**src/rtl/sprite_rom_arbiter.sv**
```systemverilog
// sprite_rom_arbiter: round-robin burst arbiter sharing one async-read sprite ROM, with registered pixel output.
module sprite_rom_arbiter #(
  parameter int ADDRESS = 10,
  parameter int COLOR_BITS = 24,
  parameter int N_REQ = 4,
  parameter int BURST = 32,
  parameter logic [COLOR_BITS-1:0] KEY = 24'hFF00FF,
  localparam int IW = N_REQ > 1 ? $clog2(N_REQ) : 1,
  localparam int CW = BURST > 1 ? $clog2(BURST) : 1
) (
  input  logic                     clk,
  input  logic                     rst,
  input  logic [N_REQ-1:0]         req,
  input  logic [N_REQ*ADDRESS-1:0] req_addr,
  output logic [N_REQ-1:0]         gnt,
  output logic [ADDRESS-1:0]       rom_addr,
  input  logic [COLOR_BITS-1:0]    rom_dout,
  output logic                     pix_valid,
  output logic [COLOR_BITS-1:0]    pix_data,
  output logic [IW-1:0]            pix_id,
  output logic                     pix_opaque,
  output logic                     pix_last,
  output logic                     busy
);
  localparam logic [0:0] S_IDLE = 1'b0;
  localparam logic [0:0] S_BURST = 1'b1;
  logic [0:0] state;
  logic [IW-1:0] ptr, own, win;
  logic [CW-1:0] cnt;
  logic [ADDRESS-1:0] base;
  logic found;
  always_comb begin
    found = 1'b0;
    win = '0;
    for (int i = 0; i < N_REQ; i++)
      if (!found && req[IW'((int'(ptr) + i) % N_REQ)]) begin
        found = 1'b1;
        win = IW'((int'(ptr) + i) % N_REQ);
      end
  end
  // gnt is combinational, so it is gated by rst to read 0 during reset
  assign gnt = (state == S_IDLE && found && !rst) ? N_REQ'(1) << win : '0;
  assign busy = state == S_BURST;
  assign rom_addr = busy ? base + ADDRESS'(cnt) : '0;
  always_ff @(posedge clk or posedge rst)
    if (rst) begin
      state <= S_IDLE;
      ptr <= '0;
      own <= '0;
      cnt <= '0;
      base <= '0;
      pix_valid <= 1'b0;
      pix_data <= '0;
      pix_id <= '0;
      pix_opaque <= 1'b0;
      pix_last <= 1'b0;
    end else begin
      pix_valid <= busy;
      pix_data <= busy ? rom_dout : '0;
      pix_id <= busy ? own : '0;
      pix_last <= busy && cnt == CW'(BURST - 1);
      pix_opaque <= busy && rom_dout != KEY;
      if (state == S_IDLE) begin
        if (found) begin
          state <= S_BURST;
          base <= req_addr[win*ADDRESS +: ADDRESS];
          own <= win;
          cnt <= '0;
          ptr <= win == IW'(N_REQ - 1) ? '0 : win + 1'b1;
        end
      end else begin
        cnt <= cnt + 1'b1;
        if (cnt == CW'(BURST - 1)) state <= S_IDLE;
      end
    end
endmodule

```
**config.mk**
```make
export PLATFORM = sky130hd
export DESIGN_NAME = sprite_rom_arbiter
export DESIGN_NICKNAME = d
export VERILOG_FILES = /design/src/rtl/sprite_rom_arbiter.sv
export SDC_FILE = /design/constraint.sdc
export NUM_CORES = 1
export LEC_CHECK = 0
export CORE_MARGIN = 3
export CORE_UTILIZATION = 42
export DETAILED_ROUTE_END_ITERATION = 10
export PLACE_DENSITY = 0.77
export SLEW_MARGIN = 20
export SYNTH_ARGS = -nofsm -noshare
export SYNTH_HDL_FRONTEND = slang
export SYNTH_SLANG_ARGS = --single-unit
```
**constraint.sdc**
```tcl
create_clock -name clk -period 2.6 [get_ports clk]
set_input_delay 0.39 -clock clk [delete_from_list [all_inputs] [get_ports clk]]
set_output_delay 0.39 -clock clk [all_outputs]
set_load 0.03 [all_outputs]
```
==> results of run 1 <==
==> state kept, by name (all words and copies together), names as in the netlist <==
signal,flops
own,2
pix_data,24
pix_id,2
ptr,2
pix_opaque,1
base,10
pix_valid,1
cnt,5
busy,1
pix_last,1
==> timing repair <==
item / 4_1_cts / 5_1_grt
setup buffers: 5 / 4
pin swaps: 3 / 3
endpoints found under the setup margin: 6 / 9
hold buffers: 0 / 0
resized for setup: 10 / 8
==> kinds of logic (layout without fill, tap and decap cells) <==
kind of cell    Yosys count  count (layout)  synth area share (%)
mux                      15              15                 5.834
compound gates           54              54                 14.13
simple gates            105             105                 23.82
fa+ha+maj                 8               8                 4.146
flops                    49              49                 47.25
xor+xnor                  3               3                 1.013
buf+inv                  22             145                 3.809
==> power by group through the flow <==
stage | sequential, mW | clock, mW | combinational (mW)
finish | 1.12 | 0.428 | 2.69
global route | 1.15 | 0.470 | 2.89
CTS | 1.12 | 0.442 | 2.62
detailed placement | 1.14 | 0 | 2.46
global placement | 1.13 | 0 | 2.43
floorplan | 1.22 | 0 | 1.36
==> worst max-delay path: cells and delay by family (launching register included) <==
| kind | cells | cell delay (ns) |
|---|---|---|
| AO/OA/AOI/OAI | 3 | 0.41 |
| adder cells (fa/ha/maj) | 2 | 0.53 |
| buffers and inverters | 2 | 0.32 |
| flip-flops | 1 | 0.37 |
| multiplexers | 1 | 0.20 |
| AND/OR/NAND/NOR | 1 | 0.14 |
==> layer usage <==
layer  GRT usage (%)  up-vias  routed length [um]
met5               0        -                   0
met4           4.317        0                  39
met3           4.024        2                 360
met2           32.95       78                3468
met1           22.52     1081                2684
li1                -     1145                   -
==> area by class of cell <==
type	instances	area (um2)	area share, %
timing repair buffer	130	1294	32.03
clock inverter	1	7.507	0.1859
tap	75	93.84	2.323
clock buffer	7	76.32	1.890
inverter	7	26.28	0.6506
multi-input combinational	185	1315	32.56
sequential	49	1226	30.36
==> worst paths after layout <==
path                       cells past startpoint     endpoint  slack, ns     from
max                                            9  rom_addr[6]      -0.05  base[0]
min                                            2       own[0]       0.49   own[0]
max reg2reg                                    4      base[1]       0.61     busy
min reg2reg                                    2       own[0]       0.49   own[0]
max in group asynchronous                      3      base[9]       1.48      rst
min in group asynchronous                      3      base[1]       0.72      rst
==> cells in the mapped netlist, drive strengths merged (2+ instances only) <==
master / instances
nand3: 3
nand2b: 3
a22o: 3
nor3b: 2
or3: 2
ha: 7
nor2b: 7
dfrtp: 49
and2: 30
inv: 7
o211ai: 9
and3: 15
nor4: 4
o221ai: 2
nand4: 4
clkbuf: 12
a21boi: 12
o21ai: 16
nand2: 19
a21o: 2
xnor2: 2
mux2i: 14
nor2: 7
or2: 2
buf: 3
a21oi: 4
==> per-stage QoR <==
| stage | instance area [um2] | hold WS, ns | worst slack [ns] | std cells |
|---|---|---|---|---|
| 2_1_floorplan | 2595 | 0.4389 | 0.01862 | 256 |
| 3_3_place_gp | 3827 | 0.4533 | 0.09904 | 437 |
| 4_1_cts | 3978 | 0.4929 | -0.04885 | 450 |
| 6_report | 4039 | 0.4853 | -0.05224 | 454 |
| 5_1_grt | 4039 | 0.5085 | -0.2167 | 454 |
| 3_5_place_dp | 3827 | 0.4732 | 0.02997 | 437 |
==> results.yml, run 1 <==
floorplanning:
  rows: 28
  fp.dieW_um: 84.61
  design.core.area_um2: 5956
  initial_core_util_pct: 43.57
  dieArea_um2: 7158
  die_h_um: 84.61
  pin_count: 114
setup_path:
  crit_chain: "ha_2, inv_2, fa_2, nor2b_2, o21a_1, o21ai_2, a21boi_2, mux2i_1, bufbuf_16"
  crit_path_end_kind: "output pin"
  worstSetupStartpointType: "register"
  critPathMaxStageDelay_ns: 0.37
  cp_slowest_cell: "dfrtp_1"
  arrival_ns: 2.26
  crit_path_max_fanout: 3
  required_ns: 2.21
  path_class: "register to output pin"
pwr:
  swShare_pct: 40.36
  power.share.clock_pct: 10.1
  power_mw: 4.241
  p_int_mw: 2.530
  power_frac_seq_pct: 26.5
  ir_drop_uv: 1063
  p_per_area_nw_per_um2: 1050
  p_leak_nw: 1.771
  p_switching_mw: 1.712
  power_frac_comb_pct: 63.4
outcome:
  status: "finished with violations"
  violations: "negative setup slack"
global_route:
  gr-usage-all-layers_pct: 18.39
  grt_pass1_wl_mm: 10.71
  antenna_found_initial: 0
  grt_max_degree: 50
  grt_pass1_vias: 2326
  grt_overflow: 0
hold_path:
  hp-class: "register to register"
timing:
  drv_slew: 0
  period_share_pct: 102.0
  rsz0062_at_grt: "true"
  finClkSkew_ns: 0.004110
  tns_ns: -0.1196
  max_freq_ghz: 0.3770
  finalHoldViolations: 0
  fin_ws_ns: -0.05224
  setup_violations: 3
  tightest_slew_ns: 0.6802
  min_period_ns: 2.652
  relSlewSlack_pct: 54.44
synth:
  yosys_warnings: 0
  syn_area_um2: 2595
  async_flop_share_pct: 100.0
  synth_edf_count: 0
  synth_flop_cell: "dfrtp_1"
  syn_inst: 256
  synth_top_area_cell: "dfrtp_1"
  yosysSeqAreaShare_pct: 47.25
  synthDistinctLibCells: 46
  synth_area_leaders: "dfrtp_1 (47%), and2_1 (7.0%), mux2i_1 (5.4%)"
  ys_ff_latch: 49
  postSynthAreaPerCell_um2: 10.14
  yosysTopAreaCellShare_pct: 47.25
  syn_nets: 334
layout:
  final_cell_mix: "clkdlybuf4s50_1 (100), dfrtp_1 (49), and2_1 (29)"
  layout_commonest_cell: "clkdlybuf4s50_1"
  drive_gt1_share_pct: 13.98
  fill_cells: 497
  area_growth_pct: 55.64
  final_util_pct: 67.82
  nets: 456
  antennaDiodeCount: 0
clocking:
  worstSkewPairLatency_ns: 0.29
  clock_sinks: 49
  cts.clk_slew.worst_paths_ns: 0.08
  cts_tree: "done"
  clock_path_buffers: 2
  cts_buffers: 5
  cts_htree_levels: 2
  cts_root_buf: "clkbuf_8"
detailed_routing:
  drcViolationCount: 0
  via_count: 2306
  viasPerCell: 5.079
  ant_nets: 0
  avgRoutedWirePerCell_um: 14.43
  drtIter0Drc: 91
  routed_wl_mm: 6.552
  drt-pass1-iter-count: 4
placed_design:
  portBuffers: 113
  routabilityCongestion: 0.7267
  hpwl_mm: 5.091
run:
  drv_cap: 0
Power figures use the tool's default switching activity.
==> run 2, diff against run 1 <==
--- a/config.mk
+++ b/config.mk
@@ -9,6 +9,8 @@
 export CORE_UTILIZATION = 42
 export DETAILED_ROUTE_END_ITERATION = 10
 export PLACE_DENSITY = 0.77
+export RECOVER_POWER = 100
+export SKIP_LAST_GASP = 1
 export SLEW_MARGIN = 20
 export SYNTH_ARGS = -nofsm -noshare
 export SYNTH_HDL_FRONTEND = slang
==> run 2 against run 1 <==
The run still ends with negative setup slack left. Non-clock buffer count is the same. Sequential power barely moved. Die area is the same. Utilization fell by 0.74 points. Combinational power shrank 6%. Wire length fell by 0.55%. Maximum frequency down 0.29%. Clock power barely moved. Clock skew barely moved. Sequential share of layout area rose by 0.33 points. Count of clock-buffer cells in the layout unchanged.
==> results.yml, run 2 (synthesis gave the netlist of run 1 again) <==
setup_path:
  r2r-end: "base[0]"
  arrival_ns: 2.27
  cp_top_family: "compound AO/OA/AOI/OAI gates"
  path_buf_inv: 1
  path_class: "register to output pin"
  crit_path_max_fanout: 4
  critPathMaxStageDelay_ns: 0.44
  critPathLaunch: "cnt[1]"
  cp_common_cell: "a21o_1"
  worstSetupStartpointType: "register"
  reg2reg_slack_ns: 0.57
  rr_startpoint: "busy"
  crit_chain: "ha_1, a21o_1, a21o_1, a211oi_2, o21ai_0, a21boi_1, buf_4"
  path_depth: 7
  required_ns: 2.21
  reg2regPathDepth: 4
  crit_path_end_kind: "output pin"
  cp_slowest_cell: "dfrtp_1"
  endpoint: "rom_addr[7]"
clocking:
  clock_path_buffers: 2
  holdBufCountCts: 0
  worstSkewPairLatency_ns: 0.29
  cts_tree: "done"
  cts_htree_levels: 2
  cts.clk_slew.worst_paths_ns: 0.08
  clock_sinks: 49
  cts_root_buf: "clkbuf_8"
  cts_buffers: 5
global_route:
  grt_pass1_wl_mm: 10.71
  grt_max_degree: 50
  gr-usage-all-layers_pct: 18.39
  grt_pass1_vias: 2326
  grt_overflow: 0
  antenna_found_initial: 0
layout:
  multi_input_area_um2: 1315
  final_cells: 454
  reg.largest.list: "pix_data (24), base (10), cnt (5)"
  layout_commonest_cell: "clkdlybuf4s50_1"
  drive_gt1_share_pct: 12.66
  final-seq-area_um2: 1226
  largest_register_ffs: 24
  fill_cells: 508
  antennaDiodeCount: 0
  area_growth_pct: 53.95
  nets: 456
  final_cell_mix: "clkdlybuf4s50_1 (66), dfrtp_1 (49), dlygate4sd3_1 (34)"
  regMostFlops: "pix_data"
  final_area_um2: 3995
detailed_routing:
  viasPerCell: 5.088
  routed_wl_mm: 6.516
  drcViolationCount: 0
  drtIter0Drc: 106
  drt-pass1-iter-count: 4
  wl_met2_mm: 3.445
  avgRoutedWirePerCell_um: 14.35
  route.met3.wl_um: 350
  wirelength_met1_mm: 2.680
  routed.top_layer: "met4"
  ant_nets: 0
  via_count: 2310
floorplanning:
  fp.dieW_um: 84.61
  initial_core_util_pct: 43.57
  pin_count: 114
  design.core.area_um2: 5956
  rows: 28
  dieArea_um2: 7158
  die_h_um: 84.61
pwr:
  p_per_area_nw_per_um2: 1019
  ir_drop_uv: 1046
  p_leak_nw: 1.736
timing:
  rsz0062_at_grt: "true"
  whs_ns: 0.4871
  setup_violations: 4
  tightest_slew_ns: 1.175
  period_share_pct: 102.3
  fin_ws_ns: -0.05983
  finClkSkew_ns: 0.003677
  max_freq_ghz: 0.3760
  finalHoldViolations: 0
  relSlewSlack_pct: 21.64
  min_period_ns: 2.660
  drv_slew: 0
outcome:
  violations: "negative setup slack"
  status: "finished with violations"
run:
  drv_cap: 0
placed_design:
  placed_cells: 437
  portBuffers: 113
  hpwl_mm: 5.091
  routabilityCongestion: 0.7267
  postPlaceCellArea_um2: 3827
hold_path:
  hp-class: "register to register"
[run 2: cell count changes in the layout (fill, tap and decap cells not counted), sizes merged]
cell           before  now
buf                28   21
clkbuf              7   15
clkdlybuf4s50     100   66
clkinv              0    1
dlygate4sd3         0   34
dlymetal6s2s        1    0
inv                 7    6
[run 2: layout make-up]
cell class / instances / share of cell area (%)
Clock buffer: 7 / 1.910
Clock inverter: 1 / 0.1879
Inverter: 7 / 0.6577
Multi-Input combinational cell: 185 / 32.92
Sequential cell: 49 / 30.69
Tap cell: 75 / 2.349
Timing Repair Buffer: 130 / 31.29
[run 2: worst min path at each step]
stage               cells after the start        end   start
floorplan                               2     own[1]  own[1]
global placement                        2     own[1]  own[1]
detailed placement                      2     own[0]  own[0]
CTS                                     2     own[0]  own[0]
global route                            1  pix_id[0]  own[0]
finish                                  2     own[0]  own[0]
[run 2: power breakdown]
group	internal, mW	leakage [nW]	switching, mW
logic	1.22	1.12	1.30
registers	0.966	0.578	0.155
clock network	0.191	0.0385	0.236
[run 2: per-stage QoR]
step / TNS, ns / power, mW / utilization, % / worst slack [ns]
2_1_floorplan: 0 / 2.586 / - / 0.01862
3_3_place_gp: 0 / 3.561 / 64.26 / 0.09904
3_5_place_dp: 0 / 3.599 / 64.26 / 0.02997
4_1_cts: -0.1186 / 4.182 / 66.79 / -0.05325
5_1_grt: -1.103 / 4.351 / 67.08 / -0.2167
6_report: -0.1972 / 4.071 / 67.08 / -0.05983
[run 2: worst register-to-register path, stage by stage, from the launching register on]
cell      delay, ns
dfrtp_1        0.51
or2_2          0.45
a31oi_1        0.55
o21ai_0        0.28
o211ai_1       0.16
[run 2: what timing repair did]
item / 4_1_cts / 5_1_grt
pin swaps: 3 / 3
setup buffers: 5 / 4
endpoints found under the setup margin: 6 / 9
hold endpoints to repair: 0 / 0
resized for setup: 9 / 8
[run 2: per-layer routing]
layer | up-vias | global-route usage, %
li1 | 1147 | -
met1 | 1082 | 22.52
met2 | 79 | 32.95
met3 | 2 | 4.024
met4 | 0 | 4.317
met5 | - | 0
==> run 3, diff against run 2 <==
--- a/config.mk
+++ b/config.mk
@@ -5,10 +5,11 @@
 export SDC_FILE = /design/constraint.sdc
 export NUM_CORES = 1
 export LEC_CHECK = 0
+export CAP_MARGIN = 20
 export CORE_MARGIN = 3
-export CORE_UTILIZATION = 42
+export CORE_UTILIZATION = 45
 export DETAILED_ROUTE_END_ITERATION = 10
-export PLACE_DENSITY = 0.77
+export PLACE_DENSITY = 0.82
 export RECOVER_POWER = 100
 export SKIP_LAST_GASP = 1
 export SLEW_MARGIN = 20
==> constraint.sdc (replaced) <==
create_clock -name clk -period 3.09 [get_ports clk]
set_input_delay 0.4635 -clock clk [delete_from_list [all_inputs] [get_ports clk]]
set_output_delay 0.4635 -clock clk [all_outputs]
set_load 0.03 [all_outputs]
==> run 3 against run 2 <==
Final cell count down 3.1%. Largest power group unchanged. The run ends with max-capacitance violations, max-slew violations left. Design area shrank 3.7%. Non-clock buffer count shrank 11. Total power down 23%. Flip-flop and latch count stayed put.
==> results.yml, run 3 (synthesis gave the netlist of run 1 again) <==
layout:
  drive_gt1_share_pct: 6.250
  nets: 445
  final_cell_mix: "clkdlybuf4s50_1 (67), dfrtp_1 (49), dlygate4sd3_1 (36)"
  final_area_um2: 3847
  largest_register_ffs: 24
  final_util_pct: 69.44
  reg.largest.list: "pix_data (24), base (10), cnt (5)"
  area_growth_pct: 48.26
  regMostFlops: "pix_data"
  layout_commonest_cell: "clkdlybuf4s50_1"
  antennaDiodeCount: 0
global_route:
  grt_pass1_vias: 2261
  use_met3_pct: 5.154
  gr-usage-met2_pct: 34.41
  gr-usage-all-layers_pct: 19.57
  grt_max_degree: 50
  grt_most_used_layer: "met2"
  antenna_found_initial: 0
  grt_overflow: 0
  grt_pass1_wl_mm: 10.15
  grt_use_met1_pct: 22.82
timing:
  rsz0062_at_grt: "false"
  finalHoldViolations: 0
  finClkSkew_ns: 0.002296
  relSlewSlack_pct: -18.73
  max_freq_ghz: 0.3394
  period_share_pct: 95.34
  tightest_slew_ns: 1.779
  min_period_ns: 2.946
  setup_violations: 0
  drv_slew: 50
outcome:
  violations: "max-capacitance violations, max-slew violations"
  status: "finished with violations"
setup_path:
  crit_chain: "ha_1, inv_1, fa_1, nor2b_2, o21a_1, o21ai_0, a21boi_1, mux2i_1, buf_12"
  arrival_ns: 2.48
  critPathMaxStageDelay_ns: 0.41
  crit_path_end_kind: "output pin"
  cp_slowest_cell: "fa_1"
  required_ns: 2.63
  path_class: "register to output pin"
  cp_top_family: "adder cells"
  worstSetupStartpointType: "register"
  crit_path_max_fanout: 3
  path_buf_inv: 2
clocking:
  clock_sinks: 49
  worstSkewPairLatency_ns: 0.29
  holdBufCountCts: 0
  clock_path_buffers: 2
  cts_root_buf: "clkbuf_8"
  cts.clk_slew.worst_paths_ns: 0.09
  cts_tree: "done"
  cts_buffers: 5
  cts_htree_levels: 2
pwr:
  p_per_area_nw_per_um2: 818.8
  ir_drop_uv: 404.1
  power_mw: 3.150
  p_leak_nw: 1.668
floorplanning:
  die_h_um: 81.94
  initial_core_util_pct: 46.84
  dieArea_um2: 6714
  rows: 27
  pin_count: 114
  design.core.area_um2: 5540
  fp.dieW_um: 81.94
placed_design:
  routabilityCongestion: 0.7519
  postPlaceCellArea_um2: 3774
  hpwl_mm: 5.006
  portBuffers: 113
detailed_routing:
  drt-pass1-iter-count: 4
  avgRoutedWirePerCell_um: 14.11
  via_count: 2282
  drtIter0Drc: 106
  routed_wl_mm: 6.208
  drcViolationCount: 0
  ant_nets: 0
  viasPerCell: 5.186
hold_path:
  hp-class: "register to register"
run:
  drv_cap: 1
run 3: metrics by stage:
step | hold slack [ns] | std cells | worst slack (ns) | setup TNS [ns]
floorplan | 0.4389 | 256 | 0.4351 | 0
global placement | 0.4547 | 430 | 0.1056 | 0
detailed placement | 0.4722 | 430 | 0.006977 | 0
CTS | 0.4926 | 438 | -0.08309 | -0.1176
global route | 0.5375 | 440 | 0.03248 | 0
finish | 0.4898 | 440 | 0.1440 | 0
run 3: layout make-up:
type / instances / area, um2
Clock inverter: 3 / 21.27
Sequential cell: 49 / 1226
Fill cell: 454 / 1693
Inverter: 7 / 26.28
Multi-Input combinational cell: 185 / 1274
Tap cell: 72 / 90.09
Clock buffer: 5 / 68.82
Timing Repair Buffer: 119 / 1141
run 3: repair_timing:
| item | 4_1_cts | 5_1_grt |
|---|---|---|
| endpoints found under the setup margin | 6 | 4 |
| pin swaps | 0 | 2 |
| buffers inserted | 0 | 2 |
| gates resized for setup | 5 | 10 |
run 3: power breakdown:
group	leakage, nW	internal, mW	total, mW	switching (mW)
Clock	0.0445	0.161	0.374	0.213
Combinational	1.05	0.815	1.83	1.02
Sequential	0.578	0.812	0.943	0.131
Total	1.67	1.79	3.15	1.36
run 3: worst paths after layout:
| check | cells after the start | from | to | slack (ns) |
|---|---|---|---|---|
| min reg2reg | 2 | own[0] | own[0] | 0.49 |
| max | 9 | cnt[0] | rom_addr[6] | 0.14 |
| min in group asynchronous | 2 | rst | ptr[0] | 1.26 |
| min | 2 | own[0] | own[0] | 0.49 |
| max reg2reg | 4 | busy | base[4] | 0.82 |
| max in group asynchronous | 2 | rst | pix_data[16] | 0.80 |
run 3: worst register-to-register path, delay by kind of cell, from the launching register on:
family           cells  cell delay (ns)
AO/OA/AOI/OAI        3             0.99
flip-flops           1             0.64
AND/OR/NAND/NOR      1             0.56
run 3: per-layer routing:
metal,share of wire (%),routed length (um)
met5,0,0
met4,1.8,112
met3,10,620
met2,47,2948
met1,41,2526
